File: src/rtl/prog_counter_gen_pkg.sv
// Shared mode encoding and default sizing for the programmable edge counter.
// No logic; latency and backpressure not applicable.
package prog_counter_pkg;

  typedef enum logic [1:0] {
    MODE_WRAP    = 2'b00,
    MODE_SAT     = 2'b01,
    MODE_ONESHOT = 2'b10,
    MODE_RELOAD  = 2'b11
  } mode_e;

  localparam int DEF_WIDTH       = 8;
  localparam int DEF_SYNC_STAGES = 2;

endpackage

File: src/rtl/prog_counter_gen_if.sv
// Control and status bundle of the programmable edge counter.
// Pure wiring; latency and backpressure not applicable.
interface prog_counter_gen_if #(parameter int WIDTH = 8);
  import prog_counter_pkg::*;

  logic             enable;
  logic             cnt_in;
  logic             load;
  logic [WIDTH-1:0] load_val;
  logic             up_down;
  mode_e            mode;
  logic [WIDTH-1:0] limit;
  logic [WIDTH-1:0] count;
  logic             tc;
  logic             done;
  logic             at_max;
  logic             at_zero;

  modport master (
    output enable, cnt_in, load, load_val, up_down, mode, limit,
    input  count, tc, done, at_max, at_zero
  );

  modport slave (
    input  enable, cnt_in, load, load_val, up_down, mode, limit,
    output count, tc, done, at_max, at_zero
  );

endinterface

File: src/rtl/sync_edge_detect.sv
// Synchroniser for an async strobe plus single-cycle rising-edge pulse.
// Latency: rise asserts STAGES cycles after din is first sampled high; no backpressure.
module sync_edge_detect #(
  parameter int STAGES = 2
) (
  input  logic clk,
  input  logic rst,
  input  logic din,
  output logic rise
);

  logic [STAGES-1:0] sync_q;
  logic              hist_q;

  always_ff @(posedge clk) begin
    if (rst) begin
      sync_q <= '0;
      hist_q <= 1'b0;
    end else begin
      sync_q <= {sync_q[STAGES-2:0], din};
      hist_q <= sync_q[STAGES-1];
    end
  end

  assign rise = sync_q[STAGES-1] & ~hist_q;

endmodule

File: src/rtl/prog_counter_gen.sv
// Programmable up/down counter of cnt_in rising edges with limit, four boundary modes, tc pulse.
// Latency: count moves SYNC_STAGES edges after cnt_in is sampled high; no backpressure.
module prog_counter_gen
  import prog_counter_pkg::*;
#(
  parameter int WIDTH       = DEF_WIDTH,
  parameter int SYNC_STAGES = DEF_SYNC_STAGES
) (
  input  logic             clk,
  input  logic             rst,
  prog_counter_gen_if.slave bus
);

  logic             rise;
  logic             step;
  logic             boundary;
  logic [WIDTH-1:0] count_q, count_d;
  logic [WIDTH-1:0] reload_q, reload_d;
  logic             tc_q, tc_d;
  logic             done_q, done_d;

  sync_edge_detect #(.STAGES(SYNC_STAGES)) u_sync (
    .clk  (clk),
    .rst  (rst),
    .din  (bus.cnt_in),
    .rise (rise)
  );

  // Edge history keeps running while disabled, so enable only masks the pulse.
  assign step = rise & bus.enable;

  always_comb begin
    count_d  = count_q;
    reload_d = reload_q;
    tc_d     = 1'b0;
    done_d   = done_q;
    boundary = bus.up_down ? (count_q >= bus.limit) : (count_q == '0);

    if (bus.load) begin
      count_d  = bus.load_val;
      reload_d = bus.load_val;
      done_d   = 1'b0;
    end else if (step && !(done_q && bus.mode == MODE_ONESHOT)) begin
      if (boundary) begin
        tc_d = 1'b1;
        unique case (bus.mode)
          MODE_WRAP:    count_d = bus.up_down ? '0 : bus.limit;
          MODE_SAT:     count_d = count_q;
          MODE_ONESHOT: done_d  = 1'b1;
          MODE_RELOAD:  count_d = reload_q;
        endcase
      end else begin
        count_d = bus.up_down ? count_q + 1'b1 : count_q - 1'b1;
      end
    end
  end

  always_ff @(posedge clk) begin
    if (rst) begin
      count_q  <= '0;
      reload_q <= '0;
      tc_q     <= 1'b0;
      done_q   <= 1'b0;
    end else begin
      count_q  <= count_d;
      reload_q <= reload_d;
      tc_q     <= tc_d;
      done_q   <= done_d;
    end
  end

  assign bus.count   = count_q;
  assign bus.tc      = tc_q;
  assign bus.done    = done_q;
  assign bus.at_max  = (count_q >= bus.limit);
  assign bus.at_zero = (count_q == '0);

endmodule

File: src/flat_wrapper.sv
// flat-port wrapper written by rule: the top's interface ports become plain ports
module prog_counter_gen_flat import prog_counter_pkg::*;
#(
  parameter int WIDTH       = DEF_WIDTH,
  parameter int SYNC_STAGES = DEF_SYNC_STAGES
)
  (clk, rst, bus_enable, bus_cnt_in, bus_load, bus_load_val, bus_up_down, bus_mode, bus_limit, bus_count, bus_tc, bus_done, bus_at_max, bus_at_zero);
  prog_counter_gen_if #(.WIDTH(WIDTH)) bus_i ();
  input  logic clk;
  input  logic rst;
  input wire logic [$bits(bus_i.enable)-1:0] bus_enable;
  input wire logic [$bits(bus_i.cnt_in)-1:0] bus_cnt_in;
  input wire logic [$bits(bus_i.load)-1:0] bus_load;
  input wire logic [$bits(bus_i.load_val)-1:0] bus_load_val;
  input wire logic [$bits(bus_i.up_down)-1:0] bus_up_down;
  input wire logic [$bits(bus_i.mode)-1:0] bus_mode;
  input wire logic [$bits(bus_i.limit)-1:0] bus_limit;
  output wire logic [$bits(bus_i.count)-1:0] bus_count;
  output wire logic [$bits(bus_i.tc)-1:0] bus_tc;
  output wire logic [$bits(bus_i.done)-1:0] bus_done;
  output wire logic [$bits(bus_i.at_max)-1:0] bus_at_max;
  output wire logic [$bits(bus_i.at_zero)-1:0] bus_at_zero;
  assign bus_i.enable = bus_enable;
  assign bus_i.cnt_in = bus_cnt_in;
  assign bus_i.load = bus_load;
  assign bus_i.load_val = bus_load_val;
  assign bus_i.up_down = bus_up_down;
  assign bus_i.mode = bus_mode;
  assign bus_i.limit = bus_limit;
  assign bus_count = bus_i.count;
  assign bus_tc = bus_i.tc;
  assign bus_done = bus_i.done;
  assign bus_at_max = bus_i.at_max;
  assign bus_at_zero = bus_i.at_zero;
  prog_counter_gen #(.WIDTH(WIDTH), .SYNC_STAGES(SYNC_STAGES)) u_core (.clk(clk), .rst(rst), .bus(bus_i));
endmodule
File: config.mk
export PLATFORM = sky130hd
export DESIGN_NAME = prog_counter_gen_flat
export DESIGN_NICKNAME = d
export VERILOG_FILES = /design/src/rtl/prog_counter_gen_pkg.sv /design/src/rtl/prog_counter_gen_if.sv /design/src/rtl/sync_edge_detect.sv /design/src/rtl/prog_counter_gen.sv /design/src/flat_wrapper.sv
export SDC_FILE = /design/constraint.sdc
export NUM_CORES = 1
export LEC_CHECK = 0
export ABC_AREA = 1
export BUFFER_PORTS_ARGS = -buffer_cell sky130_fd_sc_hd__buf_2
export CORE_MARGIN = 5
export CORE_UTILIZATION = 55
export DETAILED_ROUTE_END_ITERATION = 8
export PLACE_DENSITY = 0.81
export SETUP_SLACK_MARGIN = 0.5
export SLEW_MARGIN = 15
export SYNTH_ARGS = -nofsm -noshare
export SYNTH_HDL_FRONTEND = slang
export SYNTH_HIERARCHICAL = 1
export SYNTH_SLANG_ARGS = --single-unit
File: constraint.sdc
create_clock -name clk -period 4.1 [get_ports clk]
set_input_delay 0.41 -clock clk [delete_from_list [all_inputs] [get_ports clk]]
set_output_delay 0.41 -clock clk [all_outputs]
set_load 0.05 [all_outputs]
==> impl_metrics.json <==
{
  "routed-wl-met3_um": 276,
  "grt_pass1_vias": 1429,
  "wl_met1_um": 1790,
  "rr_worst_depth": 12,
  "fin_ws_ps": 1880,
  "rows": 19,
  "dpl_cell_area_um2": 1790,
  "end_kind": "output pin",
  "rsz0062_at_grt": "no",
  "mappedNetlistArea_um2": 1590,
  "synth_xor_area_frac": 0.0330,
  "final_core_util": 0.661,
  "synth_edf_count": 0,
  "finalClockSkew_ps": 9.39,
  "crit_chain": "inv_1, ha_1, nand2_1, nor2_1, nand2_1, nand3_1, buf_2",
  "num-fill-cells": 254,
  "async_flop_share": 0,
  "crit_required_ps": 3690,
  "max-cap-violations": 0,
  "wl_met2_um": 1740,
  "cp_top_family": "flip-flops",
  "io_buffers": 35,
  "cts_made_buffers": 3,
  "worstReg2RegEnd": "u_core/bus.count[7]",
  "fin_setup_tns_ps": 0,
  "crit_type": "reg2out",
  "core_um2": 2760,
  "synthDistinctLibCells": 28,
  "syn_avg_cell_area_um2": 6.69,
  "gp_congestion": 0.872,
  "cts_setup_buffers": 0,
  "antenna_found_initial": 0,
  "via_per_inst": 5.35,
  "cts_resized": 0,
  "final_nets": 316,
  "ff2ff_setup_slack_ps": 2150,
  "whs_ps": 270,
  "grt_pass1_wl_um": 6510,
  "dr.pass1.iters": 5,
  "ys_warn_count": 6,
  "ctsHoldBuffers": 0,
  "critPathMaxFanout": 5,
  "status": "completed",
  "tightest_slew_ps": 457,
  "synthAdderAreaFrac": 0.138,
  "die_y_um": 63.8,
  "wl_per_cell_um": 12.7,
  "clkSlewWorstSetupHoldPaths_ps": 130,
  "cts_tree": "built",
  "routed_wl_um": 3870,
  "slew_headroom": 0.695,
  "critPathBufInv": 2,
  "h-tree-depth": 1,
  "drc_errors": 0,
  "dp_cells": 301,
  "ir_drop_v": 0.000277,
  "dpl.hpwl_um": 3060,
  "cts_root_buffer": "clkbuf_4",
  "worstPathArrival_ps": 1810,
  "powerDensity_nw_per_um2": 313,
  "antennaDiodeCount": 0,
  "ant_nets": 0,
  "hold_end": "u_core/u_sync/sync_q[0]",
  "worst_path_max_delay_cell": "dfxtp_1",
  "hold_class": "in2reg",
  "min_path_cells": 3,
  "ys_seq_area_frac": 0.264,
  "hold_viol_final": 0,
  "drive_gt1_frac": 0.179,
  "cts_sinks": 21,
  "synth_common_cells": "nand2_1 (56), inv_1 (38), nor2_1 (33), dfxtp_1 (21)",
  "clk_path_buf_depth": 2,
  "synth.most_common_cell": "nand2_1",
  "dr_total_vias": 1631,
  "final_cells": 305,
  "r2r-start": "u_core/bus.count[0]",
  "synth_top_family_by_area": "simple AND/OR/NAND/NOR gates",
  "io-pin-count": 36,
  "max_freq_mhz": 450,
  "startpoint_type": "flop",
  "slew_violations": 0,
  "die_area_um2": 4070,
  "highest_layer": "met4",
  "hold_start": "bus_cnt_in",
  "grt.total_usage": 0.197,
  "min_period_ps": 2220,
  "finalCritPeriodShare": 0.543,
  "total_power_mw": 0.570,
  "synth-simple-area-share": 0.316,
  "dp_slack_ps": 1920,
  "grt_overflow": 0,
  "stdcell_area_um2": 1820,
  "yosysTopAreaCell": "dfxtp_1",
  "grt_max_degree": 15,
  "critical_path.most_common_cell": "nand2_1",
  "synth_compound_area_frac": 0.146,
  "synth.area.top_cells": "dfxtp_1 (26%), nand2_1 (13%), ha_1 (13%)",
  "drt_iter0_markers": 134,
  "initial_core_util": 0.577,
  "synth_nets": 279,
  "syn_to_final_growth_pct": 14.5,
  "synthCells": 238,
  "synth.top_cell.area_share": 0.264,
  "ys.flop_type": "dfxtp_1",
  "die_w_um": 63.8,
  "p_leak_nw": 1.02,
  "critical-path-max-stage-delay_ps": 460,
  "setup_violations": 0,
  "insertion_delay_ps": 330,
  "synth-seq-cells": 21,
  "synthMuxAreaShare": 0
}
tightest hold or removal path: stages:
cell,delay [ps]
buf_2,90
inv_1,40
nor2_1,30
layout by cell type (no fill, tap or decap):
cell type / n
nor2_1: 33
dfxtp_1: 21
o21ai_1: 4
a21o_1: 2
nand3_2: 1
inv_4: 1
nor2_2: 2
inv_1: 38
nand4_1: 1
a22oi_1: 4
o21ai_0: 5
a22o_1: 1
nand3_1: 16
nand4_4: 1
a21oi_1: 12
clkinvlp_4: 1
buf_2: 35
o21ai_4: 1
xnor2_1: 4
a21boi_0: 1
fa_1: 1
xor2_1: 2
nand2_1: 56
clkbuf_4: 3
nor3_2: 1
nand2_4: 2
o22ai_1: 8
nand2_2: 1
ha_1: 16
per-layer routing:
metal | GRT usage | vias up
met1 | 0.287 | 715
met3 | 0.0298 | 6
met4 | 0.0701 | 0
li1 | - | 839
met2 | 0.293 | 71
met5 | 0 | -
registers in the layout (all words and copies together), names as in the netlist:
signal                cells
u_core/bus.count          8
u_core/bus.done           1
u_core/u_sync/sync_q      2
u_core/reload_q           8
u_core/u_sync/hist_q      1
u_core/bus.tc             1
final cells by class:
class	instances	area [µm²]	area share
tap	31	38.8	0.0213
sequential	21	420	0.231
multi-input combinational	175	1010	0.554
inverter	39	149	0.0817
clock inverter	1	7.51	0.00412
clock buffer	3	22.5	0.0124
timing repair buffer	35	175	0.0962
cell families (layout without fill, tap and decap cells):
group / Yosys count / count (layout)
AOI/OAI and AO/OA: 38 / 38
xor gates and xnor gates: 6 / 6
adders and majority gates: 17 / 17
buffers and inverters: 42 / 78
DFF: 21 / 21
and+or+nand+nor: 114 / 114
worst max path at each step:
stage,start,endpoint,depth (start not counted)
floorplan,u_core/bus.count[7],bus_at_max,4
global placement,bus_up_down,u_core/bus.count[7],10
detailed placement,bus_up_down,u_core/bus.count[7],11
CTS,u_core/bus.count[0],bus_at_max,7
global route,u_core/bus.count[0],bus_at_max,10
finish,u_core/bus.count[0],bus_at_max,7
where the power goes:
group / switching (mW) / internal [mW] / total [mW]
clock: 0.0736 / 0.0374 / 0.111
sequential: 0.0138 / 0.217 / 0.231
combinational: 0.150 / 0.0775 / 0.228
(Power assumes the default switching activity.)
